## src/rtl/oam_dma_master.sv

```systemverilog
// oam_dma_master: copies XFER_LEN bytes from {src_hi,8'h00} into OAM.
// Started or restarted by a CPU write to DMA_REG_ADDR. Each byte takes
// three granted cycles: a read issue, a read-data capture, then an OAM write.
module oam_dma_master #(
  parameter logic [15:0] DMA_REG_ADDR = 16'hFF46,
  parameter logic [15:0] OAM_BASE     = 16'hFE00,
  parameter int unsigned XFER_LEN     = 160
) (
  input  logic        clk,
  input  logic        reset,
  input  logic [15:0] s_addr,
  input  logic        s_wr,
  input  logic        s_rd,
  input  logic [7:0]  s_wdata,
  output logic [7:0]  s_rdata,
  output logic        s_rvalid,
  output logic        bus_req,
  input  logic        bus_gnt,
  output logic [15:0] m_addr,
  output logic        m_rd,
  output logic        m_wr,
  input  logic [7:0]  m_rdata,
  output logic [7:0]  m_wdata,
  output logic        dma_active,
  output logic        dma_done
);

  localparam logic [7:0] LEN8      = 8'(XFER_LEN);
  localparam logic [7:0] ECHO_BASE = 8'hE0;
  localparam logic [7:0] ECHO_OFFS = 8'h20;

  typedef enum logic [2:0] {
    S_IDLE = 3'd0,
    S_REQ  = 3'd1,
    S_RD0  = 3'd2,
    S_RD1  = 3'd3,
    S_WR   = 3'd4,
    S_FIN  = 3'd5
  } state_t;

  state_t     state_q, state_d;
  logic [7:0] src_q;      // value as written, used for readback
  logic [7:0] src_eff_q;  // echo-remapped source page
  logic [7:0] idx_q, idx_d;
  logic [7:0] data_q, data_d;

  logic        reg_hit;
  logic        cpu_start;
  logic [7:0]  src_eff_in;
  logic [15:0] rd_addr;
  logic [15:0] wr_addr;

  // Slave-side decode and echo remap of the written source page
  always_comb begin
    reg_hit    = (s_addr == DMA_REG_ADDR);
    cpu_start  = s_wr && reg_hit;
    src_eff_in = (s_wdata >= ECHO_BASE) ? 8'(s_wdata - ECHO_OFFS) : s_wdata;
    rd_addr    = {src_eff_q, 8'h00} + {8'h00, idx_q};
    wr_addr    = OAM_BASE + {8'h00, idx_q};
  end

  // State, index, captured byte, source register and readback registers
  always_ff @(posedge clk) begin
    if (reset) begin
      state_q   <= S_IDLE;
      idx_q     <= 8'h00;
      data_q    <= 8'h00;
      src_q     <= 8'h00;
      src_eff_q <= 8'h00;
      s_rvalid  <= 1'b0;
      s_rdata   <= 8'h00;
    end else begin
      state_q  <= state_d;
      idx_q    <= idx_d;
      data_q   <= data_d;
      if (cpu_start) begin
        src_q     <= s_wdata;
        src_eff_q <= src_eff_in;
      end
      s_rvalid <= s_rd && reg_hit;
      s_rdata  <= (s_rd && reg_hit) ? src_q : 8'h00;
    end
  end

  // Next-state and master-bus outputs; strobes are gated by the grant
  always_comb begin
    state_d    = state_q;
    idx_d      = idx_q;
    data_d     = data_q;
    bus_req    = 1'b0;
    m_addr     = 16'h0000;
    m_rd       = 1'b0;
    m_wr       = 1'b0;
    m_wdata    = 8'h00;
    dma_done   = 1'b0;
    dma_active = (state_q != S_IDLE);

    case (state_q)
      S_IDLE: begin
        state_d = S_IDLE;
      end
      S_REQ: begin
        bus_req = 1'b1;
        if (bus_gnt) state_d = S_RD0;
      end
      S_RD0: begin
        bus_req = 1'b1;
        m_addr  = rd_addr;
        m_rd    = bus_gnt;
        if (bus_gnt) state_d = S_RD1;
      end
      S_RD1: begin
        bus_req = 1'b1;
        m_addr  = rd_addr;
        m_rd    = bus_gnt;
        if (bus_gnt) begin
          data_d  = m_rdata;
          state_d = S_WR;
        end else begin
          // Responder's registered data may be stale; replay the read
          state_d = S_RD0;
        end
      end
      S_WR: begin
        bus_req = 1'b1;
        m_addr  = wr_addr;
        m_wdata = data_q;
        m_wr    = bus_gnt;
        if (bus_gnt) begin
          idx_d   = 8'(idx_q + 8'd1);
          state_d = (8'(idx_q + 8'd1) == LEN8) ? S_FIN : S_RD0;
        end
      end
      S_FIN: begin
        dma_done = 1'b1;
        state_d  = S_IDLE;
      end
      default: begin
        state_d = S_IDLE;
      end
    endcase

    // A CPU start overrides whatever the engine was doing
    if (cpu_start) begin
      state_d = S_REQ;
      idx_d   = 8'h00;
      data_d  = 8'h00;
    end
  end

endmodule

```

## config.mk

```make
export PLATFORM = sky130hd
export DESIGN_NAME = oam_dma_master
export DESIGN_NICKNAME = d
export VERILOG_FILES = /design/src/rtl/oam_dma_master.sv
export SDC_FILE = /design/constraint.sdc
export NUM_CORES = 1
export LEC_CHECK = 0
export CORE_ASPECT_RATIO = 0.7
export CORE_MARGIN = 2
export CORE_UTILIZATION = 43
export CTS_CLUSTER_DIAMETER = 100
export CTS_CLUSTER_SIZE = 24
export DETAILED_ROUTE_END_ITERATION = 7
export MAX_ROUTING_LAYER = met4
export PLACE_DENSITY = 0.79
export SLEW_MARGIN = 20
export SYNTH_ARGS = -nofsm -noshare
export SYNTH_HDL_FRONTEND = slang
export SYNTH_SLANG_ARGS = --single-unit
export TNS_END_PERCENT = 10
```

## constraint.sdc

```tcl
create_clock -name clk -period 2.1 [get_ports clk]
set_input_delay 0.42 -clock clk [delete_from_list [all_inputs] [get_ports clk]]
set_output_delay 0.42 -clock clk [all_outputs]
set_load 0.02 [all_outputs]
```

## After elaboration in Yosys (flattened, before gate mapping)

Cells that the tools add are included.
Widths: inputs -> output; s select.

| storage, ports and cells | value |
|---|---|
| memory bits (read-only) | 0 |
| register bits | 44 |
| memory bits (writable) | 0 |
| input bits | 37 |
| output and inout port bits | 38 |
| word-level logic and storage cells | 52 |
| latch bits | 0 |
| memories | 0 |

| operators by class | value |
|---|---|
| $add $sub $neg | 4 |
| divide/modulo/power cells | 0 |
| $mul | 0 |
| equal/unequal tests | 13 |
| magnitude comparators | 1 |
| multiplexer cells | 14 |
| bitwise operators | 1 |
| reduce and logical (&&, ||, !) cells | 11 |
| shifts and indexed selects | 0 |

Operators by type and width:

| kind | number |
|---|---|
| $pmux 16 s2 | 1 |
| $add 16x8->16 | 1 |
| $eq 16x16->1 const B | 1 |
| $mux 8 | 2 |
| $mux 3 | 5 |
| $pmux 3 s4 | 1 |
| $add 10x9->11 const A | 1 |
| $ne 3x3->1 const B | 3 |
| $add 8x1->8 const B | 1 |
| $eq 8x8->1 const B | 1 |
| $ge 8x8->1 const B | 1 |
| $sub 8x6->8 const B | 1 |
| $eq 3x2->1 const B | 2 |
| $eq 3x3->1 const B | 2 |
| $ne 2x2->1 const B | 3 |
| $reduce_and 3->1 | 2 |
| $reduce_or 2->1 | 3 |
| $mux 1 | 5 |
| $reduce_and 2->1 | 2 |
| $reduce_or 4->1 | 1 |
| $eq 3x1->1 const B | 1 |
| $reduce_bool 3->1 | 1 |
| $logic_and 1x1->1 | 2 |
| $not 1->1 | 1 |

## Depth between registers and ports, before layout

| logic depth | value |
|---|---|
| depth after elaboration | 6 |
| mapped depth | 8 |
| mapped depth without buffers | 7 |

## Worst setup path before layout

Ideal clock, no wire load.

| path | value |
|---|---|
| kind | register to output |
| start | reg state_q[0] |
| end | out m_addr[3] |
| path slack | 254 ps |
| buffers on the path | 2 |
| cell stages (with the launch flop) | 6 |
| required time | 1,680 ps |
| data arrival time | 1,426 ps |
| cell sequence | dfxtp_1 > buf_2 > nor3b_4 > nor2_1 > clkbuf_1 > nor2b_1 |

| on the way | value |
|---|---|
| word-level cells in the longest chain between the ends | 3 |
| elaborated cells between the ends (all ways) | 5 |

Ends and longest elaborated chain:

| element | RTL line | RTL |
|---|---|---|
| start, declared | 41 | `state_t state_q, state_d;` |
| start signal, assigned | 73 | `state_q <= state_d;` |
| $eq 3x2->1 | 98 | `case (state_q)` |
| $reduce_or 2->1 (no source line) | -- |  |
| $pmux 16 s2 (*) | 98 |  |
| end, declared | 19 | `output logic [15:0] m_addr,` |

Every way passes the cells marked *; elsewhere a longest branch is shown, timed or not.

## Final worst setup path

| path | value |
|---|---|
| start | reg state_q[2] |
| end | out m_addr[7] |

Same word-level chain as after synthesis.

==> metrics.cfg <==
[route]
viasPerCell = 4.70
totalWireLength_um = 4670
drtPass1Iterations = 4
avgRoutedWirePerCell_um = 12.9
drcViolationCount = 0
ant_nets = 0
via_count = 1696
drtIter0Drc = 56

[job]
maxCapViolations = 0

[sta]
min_period_ns = 2.04
slew_viol_final = 0
fin_crit_sh_pct = 97.4
finClkSkew_ns = 0.00881
tightest_slew_ns = 0.400
rsz0062_at_grt = yes
hold_ws_ns = 0.450
setup_viol = 0
max_slew_margin_pct = 73.4
hold_viol = 0
max_freq_mhz = 489

[setup_path]
crit_fanout = 7
crit_type = reg -> out
cp-start-kind = flip-flop
end_kind = output pin
critical_path_arrival_ns = 1.62
required_ns = 1.68

[synthesis]
synth-edff-count = 0
synth-simple-area-share_pct = 33.6
synth-xor-area-share_pct = 4.15
ys_ff_latch = 39
yosysSeqAreaShare_pct = 41.1
ys_types = 45
synth_mux_area_share_pct = 5.27
ys_top_cells_by_area = dfxtp_1, nor2_1, and2_1
yosys.area.top_type_share_pct = 41.1
syn_area_um2 = 1900
synthArstFlopShare_pct = 0
synth_area_leader_cell = dfxtp_1
synthAdderAreaFrac_pct = 1.98
ys.flop_type = dfxtp_1
avgSynthCellArea_um2 = 8.71
syn_nets = 258
syn_inst = 218
synth_top_family_by_area = simple AND/OR/NAND/NOR gates
synth_compound_area_share_pct = 9.03
synth-warning-count = 0

[clock_tree]
cts.sinks = 39
cts-root-buf = clkbuf_8
cts_made_buffers = 5
clk_pin_slew_ns = 0.07
clk_latency_ns = 0.29
htree_levels = 2
clock_path_buffers = 2
cts_tree = yes

[placement]
place_congestion = 0.810
io_buffers = 74
post-dp-hpwl_um = 3570

[cells_and_area]
final_core_util_pct = 66.9
areaGrowthSynthToFinish_pct = 51.6
fin_nets = 345
most-common-layout-cells = clkdlybuf4s50_1, dfxtp_1, nor2_1
drive_above_1_share_pct = 14.7
antenna_cells = 0
final_common_cell = clkdlybuf4s50_1

[hold_path]
hold_path.class = reg -> reg

[die]
pin_count = 75
start_util_pct = 44.1
dieArea_um2 = 4970
coreArea_um2 = 4300
die_y_um = 59.6
die_w_um = 83.4
rows = 20

[power]
powerDensity_nw_per_um2 = 460
ir_drop_uv = 314
p_leak_uw = 0.00113

[grt]
grt_pass1_wl_um = 7660
grt_pass1_vias = 1547
antenna_found_initial = 0
grtUsageTotal_pct = 20.3
grt_overflow = 0
grt_max_degree = 19

[run_status]
status = completed

[worst max-delay path: stages, from the launching register on]
cell	delay, ns
dfxtp_1	0.37
nor3b_4	0.28
nor2_4	0.09
buf_4	0.15
nor2b_1	0.13
clkdlybuf4s15_1	0.32
[through the flow]
stage,worst slack (ns),cell area [um^2],std cells,setup TNS (ns),total power [uW]
2_1_floorplan,0.254,1900,218,0,775
3_3_place_gp,-0.357,2770,350,-4.60,854
3_5_place_dp,-0.357,2770,350,-5.92,855
4_1_cts,-0.175,2840,358,-0.175,1340
5_1_grt,-0.0241,2880,361,-0.0413,1390
6_report,0.0555,2880,361,0,1330
[final cells by class]
class / instances / area (um^2)
tap: 55 / 68.8
fill: 375 / 1420
timing repair buffer: 92 / 888
clock inverter: 3 / 20.0
inverter: 5 / 20.0
sequential: 39 / 781
clock buffer: 5 / 68.8
multi-input combinational: 162 / 1030
[cell usage after synthesis (2+ instances only)]
| cell | number |
|---|---|
| xnor2_1 | 3 |
| nor3_1 | 2 |
| nand3b_1 | 3 |
| and2_1 | 19 |
| buf_4 | 5 |
| nor4b_2 | 2 |
| nand2_1 | 22 |
| o21ai_0 | 2 |
| a31oi_1 | 2 |
| nor2b_1 | 8 |
| inv_1 | 4 |
| clkbuf_1 | 5 |
| mux2i_1 | 10 |
| nand2_2 | 2 |
| a21oi_1 | 12 |
| and3_1 | 4 |
| xor2_1 | 6 |
| nor2_1 | 33 |
| nand4_1 | 4 |
| nand3_1 | 5 |
| ha_1 | 3 |
| dfxtp_1 | 39 |
[state kept, by name, summed over array words and instances, names as in the netlist]
name	cells
data_q	8
idx_q	8
s_rdata	8
s_rvalid	1
src_eff_q	3
src_q	8
state_q	3
[report_power, final]
group	internal, uW	total [uW]	switching, uW
Sequential	739	739	0.00138
Combinational	70.1	99.1	29.0
Clock	231	487	256
[routing by layer]
metal | up-vias | global-route usage [%] | routed length, um
li1 | 900 | - | -
met1 | 752 | 27.4 | 2390
met2 | 38 | 30.3 | 2010
met3 | 6 | 5.01 | 205
met4 | 0 | 6.22 | 61
met5 | - | - | 0
[repair_timing]
action | 4_1_cts | 5_1_grt
setup endpoints to repair | 28 | 24
hold buffers | 0 | 0
pin swaps | 0 | 1
resized for setup | 30 | 25
buffers inserted | 0 | 3
[worst paths after layout]
check / startpoint / end / slack (ns) / cells past startpoint
setup / recovery: state_q[2]$_SDFFE_PP0P_ / m_addr[7] / 0.06 / 5
hold / removal: data_q[2]$_SDFFE_PP0P_ / data_q[2]$_SDFFE_PP0P_ / 0.45 / 2
setup reg to reg: idx_q[0]$_SDFFE_PP0P_ / state_q[1]$_SDFFE_PP0P_ / 0.24 / 6
hold reg to reg: data_q[2]$_SDFFE_PP0P_ / data_q[2]$_SDFFE_PP0P_ / 0.45 / 2
[cells by family (layout without fill, tap and decap cells)]
family | Yosys count | after routing
fa+ha+maj | 3 | 3
flops | 39 | 39
xor+xnor | 9 | 9
mux | 10 | 10
buf+inv | 17 | 105
simple gates | 116 | 116
compound gates | 24 | 24
(Power assumes the default switching activity.)
